**src/rtl/apb4_master_if.sv**
```systemverilog
// APB4 requester bundle: command stream, response stream and APB bus.
// master = requester side, slave = controller/bus side.
interface apb4_master_if;
  logic        cmd_valid;
  logic        cmd_ready;
  logic [31:0] cmd_addr;
  logic        cmd_write;
  logic [31:0] cmd_wdata;
  logic [3:0]  cmd_strb;
  logic [2:0]  cmd_prot;
  logic        rsp_valid;
  logic        rsp_ready;
  logic [31:0] rsp_rdata;
  logic        rsp_err;
  logic        rsp_timeout;
  logic [31:0] paddr;
  logic [2:0]  pprot;
  logic        pwrite;
  logic [31:0] pwdata;
  logic [3:0]  pstrb;
  logic        psel;
  logic        penable;
  logic [31:0] prdata;
  logic        pready;
  logic        pslverr;

  modport master (
    input  cmd_valid, cmd_addr, cmd_write,
    input  cmd_wdata, cmd_strb, cmd_prot,
    input  rsp_ready, prdata, pready, pslverr,
    output cmd_ready, rsp_valid, rsp_rdata,
    output rsp_err, rsp_timeout,
    output paddr, pprot, pwrite, pwdata,
    output pstrb, psel, penable
  );

  modport slave (
    output cmd_valid, cmd_addr, cmd_write,
    output cmd_wdata, cmd_strb, cmd_prot,
    output rsp_ready, prdata, pready, pslverr,
    input  cmd_ready, rsp_valid, rsp_rdata,
    input  rsp_err, rsp_timeout,
    input  paddr, pprot, pwrite, pwdata,
    input  pstrb, psel, penable
  );
endinterface

```
**src/rtl/apb4_master.sv**
```systemverilog
// APB4 requester: one outstanding transfer, wait states,
// PSLVERR reporting and a stuck-slave timeout abort.
module apb4_master #(
  parameter int unsigned TIMEOUT = 256
) (
  input logic         pclk,
  input logic         preset,
  apb4_master_if.master bus
);

  localparam int CW =
    (TIMEOUT < 2) ? 1 : $clog2(TIMEOUT + 1);
  localparam logic [CW-1:0] TO_LAST =
    (TIMEOUT == 0) ? '0 : CW'(TIMEOUT - 1);

  typedef enum logic [1:0] {
    IDLE, SETUP, ACCESS, RESP
  } state_t;

  state_t      state_q, state_d;
  logic [CW-1:0] cnt_q, cnt_d;
  logic        cmd_ready_q, cmd_ready_d;
  logic        psel_q, psel_d;
  logic        penable_q, penable_d;
  logic        rsp_valid_q, rsp_valid_d;
  logic        rsp_err_q, rsp_err_d;
  logic        rsp_to_q, rsp_to_d;
  logic [31:0] rdata_q, rdata_d;
  logic [31:0] paddr_q, paddr_d;
  logic [31:0] pwdata_q, pwdata_d;
  logic [3:0]  pstrb_q, pstrb_d;
  logic [2:0]  pprot_q, pprot_d;
  logic        pwrite_q, pwrite_d;
  logic        timed_out;

  // Last pending cycle before the limit is reached
  assign timed_out =
    (TIMEOUT != 0) && (cnt_q == TO_LAST);

  always_ff @(posedge pclk) begin
    if (preset) begin
      state_q     <= IDLE;
      cnt_q       <= '0;
      cmd_ready_q <= 1'b1;
      psel_q      <= 1'b0;
      penable_q   <= 1'b0;
      rsp_valid_q <= 1'b0;
      rsp_err_q   <= 1'b0;
      rsp_to_q    <= 1'b0;
      rdata_q     <= '0;
      paddr_q     <= '0;
      pwdata_q    <= '0;
      pstrb_q     <= '0;
      pprot_q     <= '0;
      pwrite_q    <= 1'b0;
    end else begin
      state_q     <= state_d;
      cnt_q       <= cnt_d;
      cmd_ready_q <= cmd_ready_d;
      psel_q      <= psel_d;
      penable_q   <= penable_d;
      rsp_valid_q <= rsp_valid_d;
      rsp_err_q   <= rsp_err_d;
      rsp_to_q    <= rsp_to_d;
      rdata_q     <= rdata_d;
      paddr_q     <= paddr_d;
      pwdata_q    <= pwdata_d;
      pstrb_q     <= pstrb_d;
      pprot_q     <= pprot_d;
      pwrite_q    <= pwrite_d;
    end
  end

  always_comb begin
    state_d     = state_q;
    cnt_d       = cnt_q;
    cmd_ready_d = cmd_ready_q;
    psel_d      = psel_q;
    penable_d   = penable_q;
    rsp_valid_d = rsp_valid_q;
    rsp_err_d   = rsp_err_q;
    rsp_to_d    = rsp_to_q;
    rdata_d     = rdata_q;
    paddr_d     = paddr_q;
    pwdata_d    = pwdata_q;
    pstrb_d     = pstrb_q;
    pprot_d     = pprot_q;
    pwrite_d    = pwrite_q;
    unique case (state_q)
      IDLE: begin
        if (bus.cmd_valid) begin
          state_d     = SETUP;
          cmd_ready_d = 1'b0;
          psel_d      = 1'b1;
          cnt_d       = '0;
          paddr_d     = bus.cmd_addr;
          pwrite_d    = bus.cmd_write;
          pprot_d     = bus.cmd_prot;
          pstrb_d     = bus.cmd_write ?
                        bus.cmd_strb : 4'h0;
          pwdata_d    = bus.cmd_write ?
                        bus.cmd_wdata : 32'h0;
        end
      end
      SETUP: begin
        state_d   = ACCESS;
        penable_d = 1'b1;
      end
      ACCESS: begin
        if (bus.pready) begin
          state_d     = RESP;
          psel_d      = 1'b0;
          penable_d   = 1'b0;
          rsp_valid_d = 1'b1;
          rsp_err_d   = bus.pslverr;
          rsp_to_d    = 1'b0;
          rdata_d     = pwrite_q ?
                        32'h0 : bus.prdata;
        end else if (timed_out) begin
          // Deliberate protocol exception: abandon a hung slave
          state_d     = RESP;
          psel_d      = 1'b0;
          penable_d   = 1'b0;
          rsp_valid_d = 1'b1;
          rsp_err_d   = 1'b1;
          rsp_to_d    = 1'b1;
          rdata_d     = 32'h0;
        end else if (cnt_q != '1) begin
          cnt_d = cnt_q + 1'b1;
        end
      end
      RESP: begin
        if (bus.rsp_ready) begin
          state_d     = IDLE;
          rsp_valid_d = 1'b0;
          cmd_ready_d = 1'b1;
        end
      end
      default: state_d = IDLE;
    endcase
  end

  assign bus.cmd_ready   = cmd_ready_q;
  assign bus.psel        = psel_q;
  assign bus.penable     = penable_q;
  assign bus.rsp_valid   = rsp_valid_q;
  assign bus.rsp_err     = rsp_err_q;
  assign bus.rsp_timeout = rsp_to_q;
  assign bus.rsp_rdata   = rdata_q;
  assign bus.paddr       = paddr_q;
  assign bus.pwdata      = pwdata_q;
  assign bus.pstrb       = pstrb_q;
  assign bus.pprot       = pprot_q;
  assign bus.pwrite      = pwrite_q;

endmodule
```
**src/flat_wrapper.sv**
```systemverilog
// flat-port wrapper written by rule: the top's interface ports become plain ports
module apb4_master_flat 
#(
  parameter int unsigned TIMEOUT = 256
)
  (pclk, preset, bus_cmd_valid, bus_cmd_addr, bus_cmd_write, bus_cmd_wdata, bus_cmd_strb, bus_cmd_prot, bus_rsp_ready, bus_prdata, bus_pready, bus_pslverr, bus_cmd_ready, bus_rsp_valid, bus_rsp_rdata, bus_rsp_err, bus_rsp_timeout, bus_paddr, bus_pprot, bus_pwrite, bus_pwdata, bus_pstrb, bus_psel, bus_penable);
  apb4_master_if bus_i ();
  input logic pclk;
  input logic preset;
  input wire logic [$bits(bus_i.cmd_valid)-1:0] bus_cmd_valid;
  input wire logic [$bits(bus_i.cmd_addr)-1:0] bus_cmd_addr;
  input wire logic [$bits(bus_i.cmd_write)-1:0] bus_cmd_write;
  input wire logic [$bits(bus_i.cmd_wdata)-1:0] bus_cmd_wdata;
  input wire logic [$bits(bus_i.cmd_strb)-1:0] bus_cmd_strb;
  input wire logic [$bits(bus_i.cmd_prot)-1:0] bus_cmd_prot;
  input wire logic [$bits(bus_i.rsp_ready)-1:0] bus_rsp_ready;
  input wire logic [$bits(bus_i.prdata)-1:0] bus_prdata;
  input wire logic [$bits(bus_i.pready)-1:0] bus_pready;
  input wire logic [$bits(bus_i.pslverr)-1:0] bus_pslverr;
  output wire logic [$bits(bus_i.cmd_ready)-1:0] bus_cmd_ready;
  output wire logic [$bits(bus_i.rsp_valid)-1:0] bus_rsp_valid;
  output wire logic [$bits(bus_i.rsp_rdata)-1:0] bus_rsp_rdata;
  output wire logic [$bits(bus_i.rsp_err)-1:0] bus_rsp_err;
  output wire logic [$bits(bus_i.rsp_timeout)-1:0] bus_rsp_timeout;
  output wire logic [$bits(bus_i.paddr)-1:0] bus_paddr;
  output wire logic [$bits(bus_i.pprot)-1:0] bus_pprot;
  output wire logic [$bits(bus_i.pwrite)-1:0] bus_pwrite;
  output wire logic [$bits(bus_i.pwdata)-1:0] bus_pwdata;
  output wire logic [$bits(bus_i.pstrb)-1:0] bus_pstrb;
  output wire logic [$bits(bus_i.psel)-1:0] bus_psel;
  output wire logic [$bits(bus_i.penable)-1:0] bus_penable;
  assign bus_i.cmd_valid = bus_cmd_valid;
  assign bus_i.cmd_addr = bus_cmd_addr;
  assign bus_i.cmd_write = bus_cmd_write;
  assign bus_i.cmd_wdata = bus_cmd_wdata;
  assign bus_i.cmd_strb = bus_cmd_strb;
  assign bus_i.cmd_prot = bus_cmd_prot;
  assign bus_i.rsp_ready = bus_rsp_ready;
  assign bus_i.prdata = bus_prdata;
  assign bus_i.pready = bus_pready;
  assign bus_i.pslverr = bus_pslverr;
  assign bus_cmd_ready = bus_i.cmd_ready;
  assign bus_rsp_valid = bus_i.rsp_valid;
  assign bus_rsp_rdata = bus_i.rsp_rdata;
  assign bus_rsp_err = bus_i.rsp_err;
  assign bus_rsp_timeout = bus_i.rsp_timeout;
  assign bus_paddr = bus_i.paddr;
  assign bus_pprot = bus_i.pprot;
  assign bus_pwrite = bus_i.pwrite;
  assign bus_pwdata = bus_i.pwdata;
  assign bus_pstrb = bus_i.pstrb;
  assign bus_psel = bus_i.psel;
  assign bus_penable = bus_i.penable;
  apb4_master #(.TIMEOUT(TIMEOUT)) u_core (.pclk(pclk), .preset(preset), .bus(bus_i));
endmodule
```
**config.mk**
```make
export PLATFORM = sky130hd
export DESIGN_NAME = apb4_master_flat
export DESIGN_NICKNAME = d
export VERILOG_FILES = /design/src/rtl/apb4_master_if.sv /design/src/rtl/apb4_master.sv /design/src/flat_wrapper.sv
export SDC_FILE = /design/constraint.sdc
export NUM_CORES = 1
export LEC_CHECK = 0
export BUFFER_PORTS_ARGS = -buffer_cell sky130_fd_sc_hd__buf_2
export CORE_MARGIN = 8
export CORE_UTILIZATION = 50
export DETAILED_ROUTE_END_ITERATION = 10
export PLACE_DENSITY_LB_ADDON = 0.2
export SYNTH_ARGS = -nofsm -noshare
export SYNTH_HDL_FRONTEND = slang
export SYNTH_SLANG_ARGS = --single-unit
```
**constraint.sdc**
```tcl
create_clock -name pclk -period 3.45 [get_ports pclk]
set_input_delay 0.1725 -clock pclk [delete_from_list [all_inputs] [get_ports pclk]]
set_output_delay 0.1725 -clock pclk [all_outputs]
set_load 0.02 [all_outputs]
```
==> results of run 1 <==
cells in the mapped netlist, drive strengths merged, types with 2 or more instances:
master	instances
o31ai	4
ha	6
o21ai	7
mux2i	4
nand2b	4
nand2	145
buf	11
nor2	4
inv	4
nor3	3
nand3b	4
nor4	3
nand4	2
dfxtp	121
nand3	72
clkbuf	37
nor3b	2
or4	3
nand4b	3
or3b	3
a21oi	117
nor2b	4
critical path: stages, from the launching register on:
cell and delay [ns]:
dfxtp_1 0.33, ha_1 0.26, nand3_1 0.10, nor2_1 0.06
ha_1 0.27, o31a_1 0.45, or4_1 0.54, a21oi_1 0.16
metrics by stage:
step | cells | util, % | hold WS, ns
2_1_floorplan | 569 | - | 0.3085
3_3_place_gp | 858 | 62.69 | 0.4125
3_5_place_dp | 858 | 62.69 | 0.4189
4_1_cts | 995 | 81.01 | 0.1093
5_1_grt | 996 | 81.04 | 0.1560
6_report | 996 | 81.04 | 0.1439
state kept, by name, summed over array words and instances (netlist names), 2 cells and up:
| register | count |
|---|---|
| u_core.bus.paddr | 32 |
| u_core.bus.pwdata | 32 |
| u_core.bus.rsp_rdata | 32 |
| u_core.cnt_q | 9 |
| u_core.bus.pstrb | 4 |
| u_core.bus.pprot | 3 |
| u_core.state_q | 2 |
repair_timing:
| action | CTS | global route |
|---|---|---|
| hold buffers | 105 | 0 |
| hold endpoints to repair | 105 | 0 |
| resized for setup | 0 | 0 |
| endpoints found under the setup margin | 0 | 0 |
worst paths after layout:
check,end,slack (ns),depth (start not counted)
setup reg to reg,u_core.cnt_q[3],1.22,7
setup / recovery,u_core.cnt_q[3],1.22,7
hold reg to reg,u_core.bus.rsp_rdata[23],0.45,2
hold / removal,u_core.cnt_q[0],0.14,4
final cells by class:
type	instances	area (µm²)
antenna	1	2.502
clock buffer	20	445.4
clock inverter	12	163.9
fill	548	1719
inverter	4	15.01
multi-input combinational	396	1956
sequential	121	2422
tap	111	138.9
timing repair buffer	331	2202
cells by family (layout without fill, tap and decap cells):
| kind of cell | after synthesis | count (layout) | synth area share (%) |
|---|---|---|---|
| AND/OR/NAND/NOR | 254 | 254 | 25.05 |
| flip-flops | 121 | 121 | 52.82 |
| AO/OA/AOI/OAI | 132 | 132 | 14.87 |
| buffers and inverters | 52 | 367 | 4.747 |
| other | 0 | 1 | 0 |
| adder cells (fa/ha/maj) | 6 | 6 | 1.637 |
| multiplexers | 4 | 4 | 0.8732 |
per-layer routing:
| layer | vias up | wire (µm) | GRT usage, % |
|---|---|---|---|
| met5 | - | 0 | 0 |
| met4 | 0 | 671 | 14.31 |
| met3 | 55 | 1479 | 9.524 |
| met2 | 285 | 8794 | 46.73 |
| met1 | 2497 | 6335 | 27.21 |
| li1 | 2535 | - | - |
where the power goes:
| part | switching, mW | internal, mW | total, mW |
|---|---|---|---|
| logic | 0.894 | 0.466 | 1.36 |
| registers | 0.104 | 1.58 | 1.69 |
| clock network | 0.649 | 1.15 | 1.80 |
==> results.yml, run 1 <==
global_route:
  grt_pass1_wl_um: 27120
  grtUsageTotal_pct: 26.63
  grt.overflow.total: 0
  grt_max_degree: 99
  antenna_found_initial: 1
  grt_pass1_vias: 5542
floorplanning:
  die_h_um: 111.8
  core_area_um2: 9065
  ios: 220
  initial_utilization_pct: 50.59
  fp.dieW_um: 111.8
  die-area_um2: 12490
  num_rows: 35
yosys:
  synth-seq-cells: 121
  netlist_top_cells_area: "dfxtp_1, a21oi_1, nand2_1, nand3_1, clkbuf_1"
  postSynthCellCount: 569
  netlist_area_um2: 4586
  synth_top_area_share_pct: 52.82
  yosysTopAreaCell: "dfxtp_1"
  ys.flop_type: "dfxtp_1"
  async_reset_ff_share_pct: 0
  synth_edf_count: 0
  avgSynthCellArea_um2: 8.059
  synth_cell_type_count: 31
  yosysSeqAreaShare_pct: 52.82
  synth_nets: 685
  yosysWarningCount: 0
timing:
  slew_headroom_pct: 17.13
  worst_pin_slew_ns: 1.238
  clock_skew_ns: 0.01344
  setup_viol_count_final: 0
  finalSetupTns_ns: 0
  final-max-slew-violation-count: 0
  fmax_mhz: 449.1
  rsz0062_at_grt: "no"
  hold_viol_final: 0
  setup_ws_ns: 1.223
  period_share_pct: 64.54
  period_needed_ns: 2.227
hold_path:
  hold_class: "input pin to flip-flop"
  hp-start: "bus_pready"
pwr:
  p_leak_nw: 3.231
  total_power_mw: 4.843
  p_per_area_nw_per_um2: 659.2
  vdd_ir_drop_max_v: 0.0004548
cells_and_area:
  area_growth_pct: 60.19
  final_area_um2: 7346
  drive_gt1_share_pct: 29.86
  final_cell_mix: "buf_2, nand2_1, dfxtp_1, a21oi_1, dlygate4sd3_1"
  final_common_cell: "buf_2"
  final_nets: 987
clocking:
  clock-root-buffer: "clkbuf_8"
  clk_pin_slew_worst_paths_ns: 0.05
  cts_setup_buffers: 0
  cts_num_sinks: 121
  clk_latency_ns: 0.50
  htree_num_levels: 4
  cts_tree: "yes"
  clock_path_buffers: 2
  numCtsBuffers: 17
worst_setup_path:
  startpoint: "u_core.cnt_q[0]"
  endpoint_kind: "flip-flop"
  crit_type: "flip-flop to flip-flop"
  crit_arrival_ns: 2.65
  r2r-start: "u_core.cnt_q[0]"
  critPathRequiredTime_ns: 3.87
  path_max_fanout: 12
  start_kind: "flip-flop"
routing:
  vias: 5372
  wl_um: 17280
  drt-initial-drc-count: 366
  firstDrtPassIters: 6
  drc: 0
  vias_per_cell: 5.394
  ant_nets: 0
  wl_per_cell_um: 17.35
placed_design:
  gp_congestion: 0.8358
  hpwl_um: 9641
  dp_worst_setup_slack_ns: 1.261
  port_buffers: 219
  postPlaceCellArea_um2: 5683
job:
  drv_cap: 0
status:
  status: "complete, no violations"
(Power assumes the default switching activity.)
==> run 2: changes to the inputs <==
--- a/config.mk
+++ b/config.mk
@@ -7,7 +7,7 @@
 export LEC_CHECK = 0
 export BUFFER_PORTS_ARGS = -buffer_cell sky130_fd_sc_hd__buf_2
 export CORE_MARGIN = 8
-export CORE_UTILIZATION = 50
+export CORE_UTILIZATION = 42
 export DETAILED_ROUTE_END_ITERATION = 10
 export PLACE_DENSITY_LB_ADDON = 0.2
 export SYNTH_ARGS = -nofsm -noshare
==> constraint.sdc (replaced) <==
create_clock -name pclk -period 2 [get_ports pclk]
set_input_delay 0.1 -clock pclk [delete_from_list [all_inputs] [get_ports pclk]]
set_output_delay 0.1 -clock pclk [all_outputs]
set_load 0.02 [all_outputs]
==> run 2 against run 1 <==
Wire length shrank 4.8%; global-route usage shrank 4.6 points; core utilization shrank 11 points; critical endpoint unchanged; cell count grew 4.0%; sequential share of layout area shrank 0.81 points; non-clock buffer count grew 11; via count shrank 2.0%; design area grew 2.6%; combinational power grew 83%; critical path type unchanged; highest routed layer unchanged.
==> results.yml, run 2 (synthesis results as in run 1) <==
cells_and_area:
  area_growth_pct: 64.39
  fillers: 832
  drive_gt1_share_pct: 31.54
  final_area_um2: 7538
  final_nets: 999
  regArea_um2: 2425
  multiInputGateArea_um2: 1999
  final_common_cell: "buf_2"
  final_cell_mix: "buf_2, nand2_1, dfxtp_1, a21oi_1, dlygate4sd3_1"
floorplanning:
  initial_utilization_pct: 42.68
  die-area_um2: 14520
  fp.dieW_um: 120.5
  ios: 220
  core_area_um2: 10750
  die_h_um: 120.5
  num_rows: 38
worst_setup_path:
  cp_slowest_cell: "or4_1"
  crit_arrival_ns: 2.36
  r2r-start: "u_core.cnt_q[0]"
  crit_chain: "ha_2, nand3_1, nor2_2, ha_2, o31a_1, or4_1, a21oi_1"
  path_max_fanout: 5
  start_kind: "flip-flop"
  endpoint_kind: "flip-flop"
  crit_top_cell: "ha_2"
  reg2reg_depth: 7
  critPathRequiredTime_ns: 2.43
  path_delay_family: "simple AND/OR/NAND/NOR gates"
  crit_type: "flip-flop to flip-flop"
  max_stage_delay_ns: 0.51
  path_buf_inv: 0
  ff2ff_setup_slack_ns: 0.07
  rr_endpoint: "u_core.cnt_q[3]"
hold_path:
  hold_class: "input pin to flip-flop"
  whs_endpoint: "u_core.bus.rsp_timeout"
  holdPathStages: 3
  hp-start: "bus_pready"
clocking:
  clk_latency_ns: 0.51
  clock-root-buffer: "clkbuf_8"
  htree_num_levels: 4
  numCtsBuffers: 17
  cts_tree: "yes"
  clock_path_buffers: 2
  cts_num_sinks: 121
  clk_pin_slew_worst_paths_ns: 0.05
timing:
  period_needed_ns: 1.927
  finalSetupTns_ns: 0
  fmax_mhz: 519.1
  holdWs_ns: 0.06534
  period_share_pct: 96.33
  worst_pin_slew_ns: 0.9406
  final-max-slew-violation-count: 0
  hold_viol_final: 0
  clock_skew_ns: 0.007415
  rsz0062_at_grt: "yes"
  slew_headroom_pct: 37.30
  setup_viol_count_final: 0
pwr:
  netSwitchingPower_mw: 2.746
  vdd_ir_drop_max_v: 0.0007083
  p_leak_nw: 3.297
  pwr-share-clk_pct: 35.7
  p_per_area_nw_per_um2: 1112
  p_comb_share_pct: 29.7
  intPower_mw: 5.638
  swShare_pct: 32.75
  seqPwrFrac_pct: 34.5
routing:
  vias_per_cell: 5.082
  drc: 0
  ant_nets: 0
  wl_um: 16460
  firstDrtPassIters: 4
  drt-initial-drc-count: 296
  vias: 5265
  wl_per_cell_um: 15.88
placed_design:
  postPlaceCellArea_um2: 5819
  gp_congestion: 0.7683
  port_buffers: 219
  hpwl_um: 10000
global_route:
  grt.overflow.total: 0
  grt_max_degree: 90
  use_met3_pct: 8.858
  grtUsageTotal_pct: 22.07
  grt_util_met2_pct: 37.69
  antenna_found_initial: 2
  grt_busiest_layer: "met2"
  grt_pass1_vias: 5355
  grt_pass1_wl_um: 26110
  met1_usage_pct: 22.74
job:
  drv_cap: 0
status:
  status: "complete, no violations"
==> run 2: changes by cell type in the layout (fill, tap and decap cells not counted), moves of 3 or more <==
cell	delta
buf_4	+5
inv_6	-3
ha_1	-3
buf_12	+3
ha_2	+3
clkinv_2	+3
==> run 2: area by class of cell <==
class                      count  area share (%)
tap                          140           2.324
clock inverter                 8           1.593
inverter                       4          0.1992
sequential                   121           32.17
antenna                        2         0.06639
clock buffer                  22           6.141
timing repair buffer         342           30.99
multi-input combinational    397           26.52
==> run 2: power by group through the flow <==
stage | logic (mW) | clock network, mW | registers, mW
after floorplan | 1.08 | 0 | 3.29
after global placement | 2.21 | 0 | 2.92
after detailed placement | 2.25 | 0 | 2.93
after CTS | 2.44 | 3.05 | 2.89
after global routing | 2.72 | 3.18 | 2.93
final | 2.49 | 3.00 | 2.90
==> run 2: worst max-delay path by stage <==
| stage | slack (ns) | startpoint | depth (start not counted) | to |
|---|---|---|---|---|
| floorplan | 0.03 | u_core.cnt_q[0] | 8 | u_core.cnt_q[2] |
| global placement | 0.03 | u_core.cnt_q[0] | 7 | u_core.cnt_q[4] |
| detailed placement | -0.02 | u_core.cnt_q[0] | 7 | u_core.cnt_q[4] |
| CTS | 0.03 | u_core.cnt_q[0] | 7 | u_core.cnt_q[4] |
| global route | -0.02 | u_core.cnt_q[3] | 7 | u_core.state_q[0] |
| finish | 0.07 | u_core.cnt_q[0] | 7 | u_core.cnt_q[3] |
==> run 2: stage by stage <==
stage	util [%]	total power, mW	std cells	setup WS (ns)
after CTS	69.70	8.383	1033	0.02675
after global placement	54.16	5.131	895	0.03228
final	70.16	8.384	1036	0.07341
after global routing	70.16	8.827	1036	-0.01716
after detailed placement	54.16	5.188	895	-0.02165
after floorplan	-	4.365	569	0.02773
==> run 2: repair_timing <==
action,4_1_cts,5_1_grt
resized for setup,3,10
setup endpoints to repair,2,37
pin swaps,2,3
gates cloned,1,0
endpoints found under the hold margin,107,0
hold buffers,106,0
setup buffers,1,1
==> run 2: worst reg2reg max path: stages (launching register included) <==
cell and delay (ns):
dfxtp_2 0.33, ha_2 0.18, nand3_1 0.09, nor2_2 0.05
ha_2 0.19, o31a_1 0.37, or4_1 0.51, a21oi_1 0.15
==> run 2: metal layers <==
metal,vias to the layer above,wire (µm)
li1,2560,-
met1,2455,6209
met2,200,8260
met3,50,1366
met4,0,620
met5,-,0
==> run 3: changes to the inputs <==
==> constraint.sdc (replaced) <==
create_clock -name pclk -period 2 [get_ports pclk]
set_input_delay 0.3 -clock pclk [delete_from_list [all_inputs] [get_ports pclk]]
set_output_delay 0.3 -clock pclk [all_outputs]
set_load 0.02 [all_outputs]
==> run 3 against run 2 <==
Total power fell by 3.3%; clock-buffer cell count stayed put; largest cell class unchanged; combinational power fell by 4%; non-clock buffer count down 82; sequential power about the same; setup slack got worse by 0.0018 ns; critical path type unchanged; register-to-register slack hardly changed; clock skew barely moved; first-iteration DRC count decreased by 18%; global-route usage is 2.0 points lower; hold slack worse by 0.043 ns.
==> results.yml, run 3 (synthesis results as in run 1) <==
worst_setup_path:
  endpoint_kind: "flip-flop"
  rr_endpoint: "u_core.cnt_q[2]"
  crit_type: "flip-flop to flip-flop"
  ff2ff_setup_slack_ns: 0.07
  critPathRequiredTime_ns: 2.45
  max_stage_delay_ns: 0.50
  cp-endpoint: "u_core.cnt_q[2]"
  cp_slowest_cell: "or4_1"
  startpoint: "u_core.cnt_q[0]"
  start_kind: "flip-flop"
  r2r-start: "u_core.cnt_q[0]"
  path_max_fanout: 5
  crit_top_cell: "ha_2"
  reg2reg_depth: 7
  crit_arrival_ns: 2.38
  crit_chain: "ha_2, nand3_2, nor2_2, ha_2, o31a_1, or4_1, a21oi_1"
floorplanning:
  core_area_um2: 10750
  ios: 220
  initial_utilization_pct: 42.68
  die_h_um: 120.5
  num_rows: 38
  fp.dieW_um: 120.5
  die-area_um2: 14520
timing:
  setup_ws_ns: 0.07158
  clock_skew_ns: 0.007760
  holdWs_ns: 0.02204
  hold_viol_final: 0
  period_needed_ns: 1.928
  worst_pin_slew_ns: 0.6518
  period_share_pct: 96.42
  slew_headroom_pct: 56.55
  fmax_mhz: 518.6
  final-max-slew-violation-count: 0
  setup_viol_count_final: 0
cells_and_area:
  final_area_um2: 6676
  final_common_cell: "buf_2"
  antenna_cells: 0
  final_cell_mix: "buf_2, nand2_1, dfxtp_1, a21oi_1, nand3_1"
  area_growth_pct: 45.59
  drive_gt1_share_pct: 35.14
  final_nets: 917
job:
  drv_cap: 0
pwr:
  intPower_mw: 5.401
  pwr-share-clk_pct: 35.0
  netSwitchingPower_mw: 2.707
  vdd_ir_drop_max_v: 0.0007451
  swShare_pct: 33.38
  p_per_area_nw_per_um2: 1214
  p_comb_share_pct: 29.3
  p_leak_nw: 2.952
  seqPwrFrac_pct: 35.7
clocking:
  clk_pin_slew_worst_paths_ns: 0.05
  clock-root-buffer: "clkbuf_8"
  cts_tree: "yes"
  numCtsBuffers: 17
  htree_num_levels: 4
  cts_num_sinks: 121
  clk_latency_ns: 0.52
  clock_path_buffers: 2
global_route:
  grt.overflow.total: 0
  antenna_found_initial: 0
  grt_pass1_vias: 4820
  grt_pass1_wl_um: 23490
  grt_max_degree: 58
  grtUsageTotal_pct: 20.10
placed_design:
  gp_congestion: 0.7510
  dp_worst_setup_slack_ns: -0.02458
  postPlaceCellArea_um2: 5854
  port_buffers: 219
  hpwl_um: 10230
routing:
  drc: 0
  wl_um: 14740
  vias_per_cell: 5.079
  firstDrtPassIters: 4
  vias: 4845
  drt-initial-drc-count: 244
  wl_per_cell_um: 15.45
  ant_nets: 0
hold_path:
  hp-start: "bus_cmd_addr[2]"
  hold_class: "input pin to flip-flop"
status:
  status: "complete, no violations"
## run 3: power by group through the flow
stage / Clock [mW] / Sequential (mW) / Combinational, mW
2_1_floorplan: 0 / 3.29 / 1.08
3_3_place_gp: 0 / 2.92 / 2.27
3_5_place_dp: 0 / 2.93 / 2.31
4_1_cts: 2.90 / 2.89 / 2.36
5_1_grt: 3.02 / 2.93 / 2.60
6_report: 2.84 / 2.89 / 2.38
## run 3: worst min-delay path by stage
stage	to	slack (ns)	cells past startpoint
after floorplan	u_core.bus.paddr[0]	0.44	2
after global placement	u_core.bus.rsp_rdata[7]	0.43	2
after detailed placement	u_core.bus.pwdata[20]	0.44	2
after CTS	u_core.bus.paddr[2]	0.0001	3
after global routing	u_core.bus.paddr[2]	0.006	3
final	u_core.bus.paddr[2]	0.02	3
## run 3: repair_timing
action	in CTS	in global routing
cloned	1	0
hold endpoints to repair	22	0
gates resized for setup	0	11
pin swaps	1	6
setup buffers	1	0
hold buffers	22	0
setup endpoints to repair	3	41
## run 3: layer usage
layer | GRT usage [%] | part of all wire [%] | vias up
met5 | 0 | 0 | -
met4 | 8.821 | 2.6 | 0
met3 | 8.298 | 8.5 | 28
met2 | 34.63 | 51 | 173
met1 | 21.15 | 38 | 2244
li1 | - | - | 2400
## run 3: stage by stage
step                power (mW)  TNS (ns)  instances  utilization, %
floorplan                4.365         0        569               -
global placement         5.183         0        898           54.48
detailed placement       5.239  -0.04664        898           54.48
CTS                      8.143         0        954           61.83
global route             8.547  -0.07012        954           62.13
finish                   8.108         0        954           62.13
## run 3: area by class of cell
cell class / instances / area, µm²
Sequential cell: 121 / 2426
Multi-Input combinational cell: 397 / 1996
Fill cell: 973 / 4069
Clock inverter: 10 / 100.1
Clock buffer: 22 / 452.9
Tap cell: 140 / 175.2
Inverter: 4 / 15.01
Timing Repair Buffer: 260 / 1511
## run 3: critical path: cells and delay by family (launching register included)
kind | cells | cell delay [ns]
AND/OR/NAND/NOR | 3 | 0.63
AO/OA/AOI/OAI | 2 | 0.51
adder cells (fa/ha/maj) | 2 | 0.39
flip-flops | 1 | 0.33
